File: src/rtl/iob_cpu_bus_arbiter_if.sv
// iob_cpu_bus_arbiter_if: IOb request/response bundle; master drives the request, slave answers it
interface iob_cpu_bus_arbiter_if #(
    parameter int ADDR_W = 32,
    parameter int DATA_W = 32
);
    logic                valid;
    logic [ADDR_W-1:0]   address;
    logic [DATA_W-1:0]   wdata;
    logic [DATA_W/8-1:0] wstrb;
    logic                ready;
    logic [DATA_W-1:0]   rdata;
    modport master (output valid, address, wdata, wstrb, input ready, rdata);
    modport slave (input valid, address, wdata, wstrb, output ready, rdata);
endinterface

File: src/rtl/iob_cpu_bus_arbiter.sv
// iob_cpu_bus_arbiter: round-robin share of one memory port between CPU instruction and data buses
module iob_cpu_bus_arbiter #(
    parameter int ADDR_W  = 32,
    parameter int DATA_W  = 32,
    parameter int TIMEOUT = 255
) (
    input  logic                  clk,
    input  logic                  rst,
    iob_cpu_bus_arbiter_if.slave  m0,
    iob_cpu_bus_arbiter_if.slave  m1,
    iob_cpu_bus_arbiter_if.master s,
    output logic [1:0]            grant,
    output logic                  timeout_err
);
    typedef enum logic [1:0] {IDLE, REQ, RESP} state_t;
    state_t              state, state_nxt;
    logic                last, win1, tmo;
    logic [15:0]         cnt;
    logic [ADDR_W-1:0]   addr_q;
    logic [DATA_W-1:0]   wdata_q, rdata_q;
    logic [DATA_W/8-1:0] wstrb_q;
    // last=1 means master 1 was served most recently, so master 0 wins a tie
    assign win1 = m1.valid && (!m0.valid || !last);
    assign tmo  = !s.ready && cnt == 16'(TIMEOUT - 1);
    always_ff @(posedge clk) begin
        if (!rst) state <= IDLE;
        else state <= state_nxt;
    end
    always_comb begin
        state_nxt = state;
        s.valid   = state == REQ;
        s.address = addr_q;
        s.wdata   = wdata_q;
        s.wstrb   = state == REQ ? wstrb_q : '0;
        m0.ready  = state == RESP && grant[0];
        m1.ready  = state == RESP && grant[1];
        m0.rdata  = rdata_q;
        m1.rdata  = rdata_q;
        state_nxt = state == IDLE ? ((m0.valid || m1.valid) ? REQ : IDLE) :
                    state == REQ  ? ((s.ready || tmo) ? RESP : REQ) : IDLE;
    end
    always_ff @(posedge clk) begin
        if (!rst) begin
            grant       <= 2'b00;
            cnt         <= '0;
            rdata_q     <= '0;
            timeout_err <= 1'b0;
            last        <= 1'b1;
        end else begin
            case (state)
                IDLE: if (m0.valid || m1.valid) begin
                    grant   <= {win1, !win1};
                    addr_q  <= win1 ? m1.address : m0.address;
                    wdata_q <= win1 ? m1.wdata : m0.wdata;
                    wstrb_q <= win1 ? m1.wstrb : m0.wstrb;
                end
                // a response arriving on the terminal-count cycle takes priority over the timeout
                REQ: if (s.ready) begin
                    rdata_q <= s.rdata;
                    cnt     <= '0;
                end else if (tmo) begin
                    rdata_q     <= '1;
                    timeout_err <= 1'b1;
                    cnt         <= '0;
                end else begin
                    cnt <= cnt + 16'd1;
                end
                RESP: begin
                    grant <= 2'b00;
                    last  <= grant[1];
                end
                default: ;
            endcase
        end
    end
endmodule

File: src/flat_wrapper.sv
// flat-port wrapper written by rule: the top's interface ports become plain ports
module iob_cpu_bus_arbiter_flat 
#(
    parameter int ADDR_W  = 32,
    parameter int DATA_W  = 32,
    parameter int TIMEOUT = 255
)
  (clk, rst, grant, timeout_err, m0_valid, m0_address, m0_wdata, m0_wstrb, m0_ready, m0_rdata, m1_valid, m1_address, m1_wdata, m1_wstrb, m1_ready, m1_rdata, s_valid, s_address, s_wdata, s_wstrb, s_ready, s_rdata);
  iob_cpu_bus_arbiter_if #(.ADDR_W(ADDR_W), .DATA_W(DATA_W)) m0_i ();
  iob_cpu_bus_arbiter_if #(.ADDR_W(ADDR_W), .DATA_W(DATA_W)) m1_i ();
  iob_cpu_bus_arbiter_if #(.ADDR_W(ADDR_W), .DATA_W(DATA_W)) s_i ();
  input  logic clk;
  input  logic rst;
  output logic [1:0] grant;
  output logic timeout_err;
  input wire logic [$bits(m0_i.valid)-1:0] m0_valid;
  input wire logic [$bits(m0_i.address)-1:0] m0_address;
  input wire logic [$bits(m0_i.wdata)-1:0] m0_wdata;
  input wire logic [$bits(m0_i.wstrb)-1:0] m0_wstrb;
  output wire logic [$bits(m0_i.ready)-1:0] m0_ready;
  output wire logic [$bits(m0_i.rdata)-1:0] m0_rdata;
  input wire logic [$bits(m1_i.valid)-1:0] m1_valid;
  input wire logic [$bits(m1_i.address)-1:0] m1_address;
  input wire logic [$bits(m1_i.wdata)-1:0] m1_wdata;
  input wire logic [$bits(m1_i.wstrb)-1:0] m1_wstrb;
  output wire logic [$bits(m1_i.ready)-1:0] m1_ready;
  output wire logic [$bits(m1_i.rdata)-1:0] m1_rdata;
  output wire logic [$bits(s_i.valid)-1:0] s_valid;
  output wire logic [$bits(s_i.address)-1:0] s_address;
  output wire logic [$bits(s_i.wdata)-1:0] s_wdata;
  output wire logic [$bits(s_i.wstrb)-1:0] s_wstrb;
  input wire logic [$bits(s_i.ready)-1:0] s_ready;
  input wire logic [$bits(s_i.rdata)-1:0] s_rdata;
  assign m0_i.valid = m0_valid;
  assign m0_i.address = m0_address;
  assign m0_i.wdata = m0_wdata;
  assign m0_i.wstrb = m0_wstrb;
  assign m0_ready = m0_i.ready;
  assign m0_rdata = m0_i.rdata;
  assign m1_i.valid = m1_valid;
  assign m1_i.address = m1_address;
  assign m1_i.wdata = m1_wdata;
  assign m1_i.wstrb = m1_wstrb;
  assign m1_ready = m1_i.ready;
  assign m1_rdata = m1_i.rdata;
  assign s_valid = s_i.valid;
  assign s_address = s_i.address;
  assign s_wdata = s_i.wdata;
  assign s_wstrb = s_i.wstrb;
  assign s_i.ready = s_ready;
  assign s_i.rdata = s_rdata;
  iob_cpu_bus_arbiter #(.ADDR_W(ADDR_W), .DATA_W(DATA_W), .TIMEOUT(TIMEOUT)) u_core (.clk(clk), .rst(rst), .m0(m0_i), .m1(m1_i), .s(s_i), .grant(grant), .timeout_err(timeout_err));
endmodule
File: config.mk
export PLATFORM = sky130hd
export DESIGN_NAME = iob_cpu_bus_arbiter_flat
export DESIGN_NICKNAME = d
export VERILOG_FILES = /design/src/rtl/iob_cpu_bus_arbiter_if.sv /design/src/rtl/iob_cpu_bus_arbiter.sv /design/src/flat_wrapper.sv
export SDC_FILE = /design/constraint.sdc
export NUM_CORES = 1
export LEC_CHECK = 0
export CORE_MARGIN = 8
export CORE_UTILIZATION = 30
export DETAILED_ROUTE_END_ITERATION = 10
export PLACE_DENSITY = 0.79
export SLEW_MARGIN = 10
export SYNTH_ARGS = -nofsm -noshare
export SYNTH_HDL_FRONTEND = slang
export SYNTH_SLANG_ARGS = --single-unit
File: constraint.sdc
create_clock -name clk -period 8.51 [get_ports clk]
set_clock_uncertainty 0.1 [all_clocks]
set_input_delay 1.2765 -clock clk [delete_from_list [all_inputs] [get_ports clk]]
set_output_delay 1.2765 -clock clk [all_outputs]
set_load 0.1 [all_outputs]
==> flow_metrics.py <==
metrics = {
    "timing": {
        "fin_crit_ps": 4580,
        "hold_violations": 0,
        "min_period_over_period": 0.538,
        "rsz0062_at_grt": "false",
        "setup_viol": 0,
        "final.setup.tns_ps": 0,
        "slew_viol_final": 0,
        "tightest_slew_ps": 1120,
        "slew_headroom": 0.249,
        "fmax_ghz": 0.218,
        "hold_ws_ps": 375,
    },
    "drt": {
        "wl_per_cell_um": 19.2,
        "drc": 0,
        "routed_wl_um": 17900,
        "ant_nets": 0,
        "firstDrtPassIters": 5,
        "viasPerCell": 4.81,
        "vias": 4494,
        "drtIter0Drc": 274,
    },
    "global_routing": {
        "first_global_vias": 4939,
        "grt_first_pass_wirelength_um": 28200,
        "grt_max_degree": 71,
        "track_usage": 0.155,
        "grt-ovfl-total": 0,
        "antenna_found_initial": 1,
    },
    "setup_path": {
        "cp_max_fo": 55,
        "crit_type": "reg -> out",
        "crit_buf_inv": 2,
        "max_stage_delay_ps": 1150,
        "cp.required_ps": 7130,
        "slowest_stage": "clkdlybuf4s50_1",
        "cp-start-kind": "register",
        "crit_path_start": "u_core.state[0]",
        "r2r_cells": 5,
        "cp.arrival_ps": 3200,
        "cp_cell_sequence": "nand2b_1, inv_2, and2_1, clkdlybuf4s50_1",
        "r2r-end": "u_core.m0.rdata[8]",
        "crit_family": "buffers and inverters",
        "crit_end": "s_wstrb[3]",
        "worstReg2RegStart": "u_core.state[0]",
        "end_kind": "output pin",
        "r2r_setup_slack_ps": 5400,
        "cp.depth": 4,
    },
    "finish": {
        "antenna_cells": 0,
        "area_growth_pct": 65.9,
        "fillers": 1642,
        "nets": 862,
        "instances_no_fill": 934,
        "final-seq-area_mm2": 0.00312,
        "drive_gt1_frac": 0.191,
        "multi_input_area_mm2": 0.00208,
    },
    "floorplan": {
        "start_util": 0.302,
        "die-area_mm2": 0.0232,
        "coreArea_mm2": 0.0185,
        "rows": 50,
        "die_w_um": 152,
        "die_h_um": 152,
        "ioPinCount": 311,
    },
    "clock_network": {
        "post-cts-setup-buffers": 0,
        "clk_pin_slew_ps": 50,
        "clockBufferDepth": 2,
        "cts_tree": "yes",
        "cts-htree-levels": 4,
        "clk_latency_ps": 400,
        "post_cts_resized": 0,
        "cts_buffers": 17,
        "root_buffer": "clkbuf_16",
        "hold_buffers": 0,
        "cts.sinks": 122,
    },
    "yosys": {
        "syn_area_mm2": 0.00559,
        "ys_seq_area_frac": 0.559,
        "syn_inst": 415,
        "syn_area_per_cell_um2": 13.5,
        "yosysWarnings": 0,
        "async_reset_ff_frac": 0,
        "synth_flop_cell": "edfxtp_1",
        "syn_nets": 590,
        "synth_seq_cells": 122,
        "synth.distinct_cells": 44,
        "synth-edff-count": 68,
    },
    "hold_path": {
        "hp-class": "reg -> reg",
        "min_from": "u_core.timeout_err",
    },
    "power": {
        "p_int_mw": 1.32,
        "swShare": 0.340,
        "p_per_area_mw_per_mm2": 216,
        "power_switching_mw": 0.679,
        "clockPowerShare": 0.368,
        "power_frac_seq": 0.343,
        "pwr-share-comb": 0.289,
        "p_leak_nw": 3.33,
        "max-vdd-ir-drop_v": 0.000126,
    },
    "place": {
        "hpwlAfterDp_um": 13600,
        "port_buffers": 310,
        "gp_congestion": 0.787,
        "dp.cells": 902,
    },
    "run_status": {
        "status": "completed",
    },
    "run": {
        "drv_cap": 0,
    },
}
[per-layer routing]
metal,routed length (um),global-route usage
met2,9220,0.275
met1,6610,0.157
met3,1850,0.0794
met4,214,0.0419
met5,0,0
[power by group through the flow]
stage	registers (mW)	clock network, mW	logic [mW]
after detailed placement	0.698	0	0.581
final	0.685	0.735	0.578
after global routing	0.690	0.783	0.599
after floorplan	0.917	0	0.189
after CTS	0.686	0.755	0.583
after global placement	0.697	0	0.577
[flip-flops by register name (all words and copies together), names as in the netlist]
register	count
u_core.cnt	16
u_core.grant	2
u_core.last	1
u_core.m0.rdata	32
u_core.s.address	32
u_core.s.wdata	32
u_core.state	2
u_core.timeout_err	1
u_core.wstrb_q	4
[worst min path at each step]
stage | to | slack, ps | depth (start not counted)
detailed placement | u_core.timeout_err | 370 | 2
finish | u_core.timeout_err | 380 | 2
global route | u_core.timeout_err | 390 | 2
CTS | u_core.timeout_err | 380 | 2
global placement | u_core.timeout_err | 370 | 2
floorplan | u_core.cnt[15] | 380 | 2
[placed cells by master (no fill, tap or decap), drive strengths merged, types with 4 or more instances in the layout]
cell type	Yosys	layout
inv	3	10
mux2	68	68
and3	4	4
a211oi	12	12
edfxtp	68	68
clkbuf	24	24
buf	38	5
nand3	5	5
nand2b	5	5
nor2	5	5
or3	5	5
o21ai	4	4
clkdlybuf4s50	0	310
a221oi	4	4
xor2	6	6
nand4	5	5
nand2	5	5
o22a	32	32
xnor2	4	4
o311a	32	32
dfxtp	54	54
and2	8	8
[synthesized netlist by cell type, types with 2 or more instances]
cell / instances / area share
buf_4: 32 / 0.043
nand3_1: 5 / 0.0045
o311a_1: 10 / 0.018
inv_1: 2 / 0.0013
xor2_1: 6 / 0.0094
xnor2_1: 4 / 0.0063
or3_1: 5 / 0.0056
mux2_2: 68 / 0.14
ha_1: 2 / 0.0045
and3_1: 4 / 0.0045
and2_1: 8 / 0.0090
o21a_1: 3 / 0.0040
nor4_1: 2 / 0.0022
o22a_1: 32 / 0.050
nor2b_1: 2 / 0.0022
nand4_1: 5 / 0.0056
buf_8: 3 / 0.0081
nor2_1: 5 / 0.0034
clkbuf_1: 24 / 0.016
edfxtp_1: 68 / 0.37
o21ai_0: 4 / 0.0036
o311a_2: 22 / 0.044
nand2_1: 5 / 0.0034
a221oi_1: 4 / 0.0063
nor3_1: 3 / 0.0027
dfxtp_1: 54 / 0.19
a211oi_1: 12 / 0.016
nand2b_1: 5 / 0.0056
[final cells by class]
cell class / instances / share of cell area
Clock buffer: 24 / 0.0602
Clock inverter: 8 / 0.00661
Inverter: 4 / 0.00162
Multi-Input combinational cell: 227 / 0.224
Sequential cell: 122 / 0.337
Tap cell: 234 / 0.0316
Timing Repair Buffer: 315 / 0.339
[through the flow]
step	area [um^2]	setup slack [ps]	power, mW	utilization
after floorplan	5590	2670	1.11	-
after global placement	8650	4230	1.27	0.467
after detailed placement	8650	4190	1.28	0.467
after CTS	9270	3900	2.02	0.501
after global routing	9270	3750	2.07	0.501
final	9270	3930	2.00	0.501
[kinds of logic (layout without fill, tap and decap cells)]
| family | Yosys count | count (layout) | synth area share |
|---|---|---|---|
| flip-flops | 122 | 122 | 0.559 |
| AO/OA/AOI/OAI | 93 | 93 | 0.151 |
| multiplexers | 68 | 68 | 0.137 |
| buffers and inverters | 66 | 351 | 0.0735 |
| AND/OR/NAND/NOR | 54 | 54 | 0.0591 |
| XOR/XNOR | 10 | 10 | 0.0157 |
| adder cells (fa/ha/maj) | 2 | 2 | 0.00448 |
[tightest hold or removal path, delay by kind of cell (launching register included)]
kind / cells / cell delay (ps)
AOI/OAI and AO/OA: 1 / 40
DFF: 1 / 330
and+or+nand+nor: 1 / 70
No activity file was read; power rests on OpenSTA's default activity.
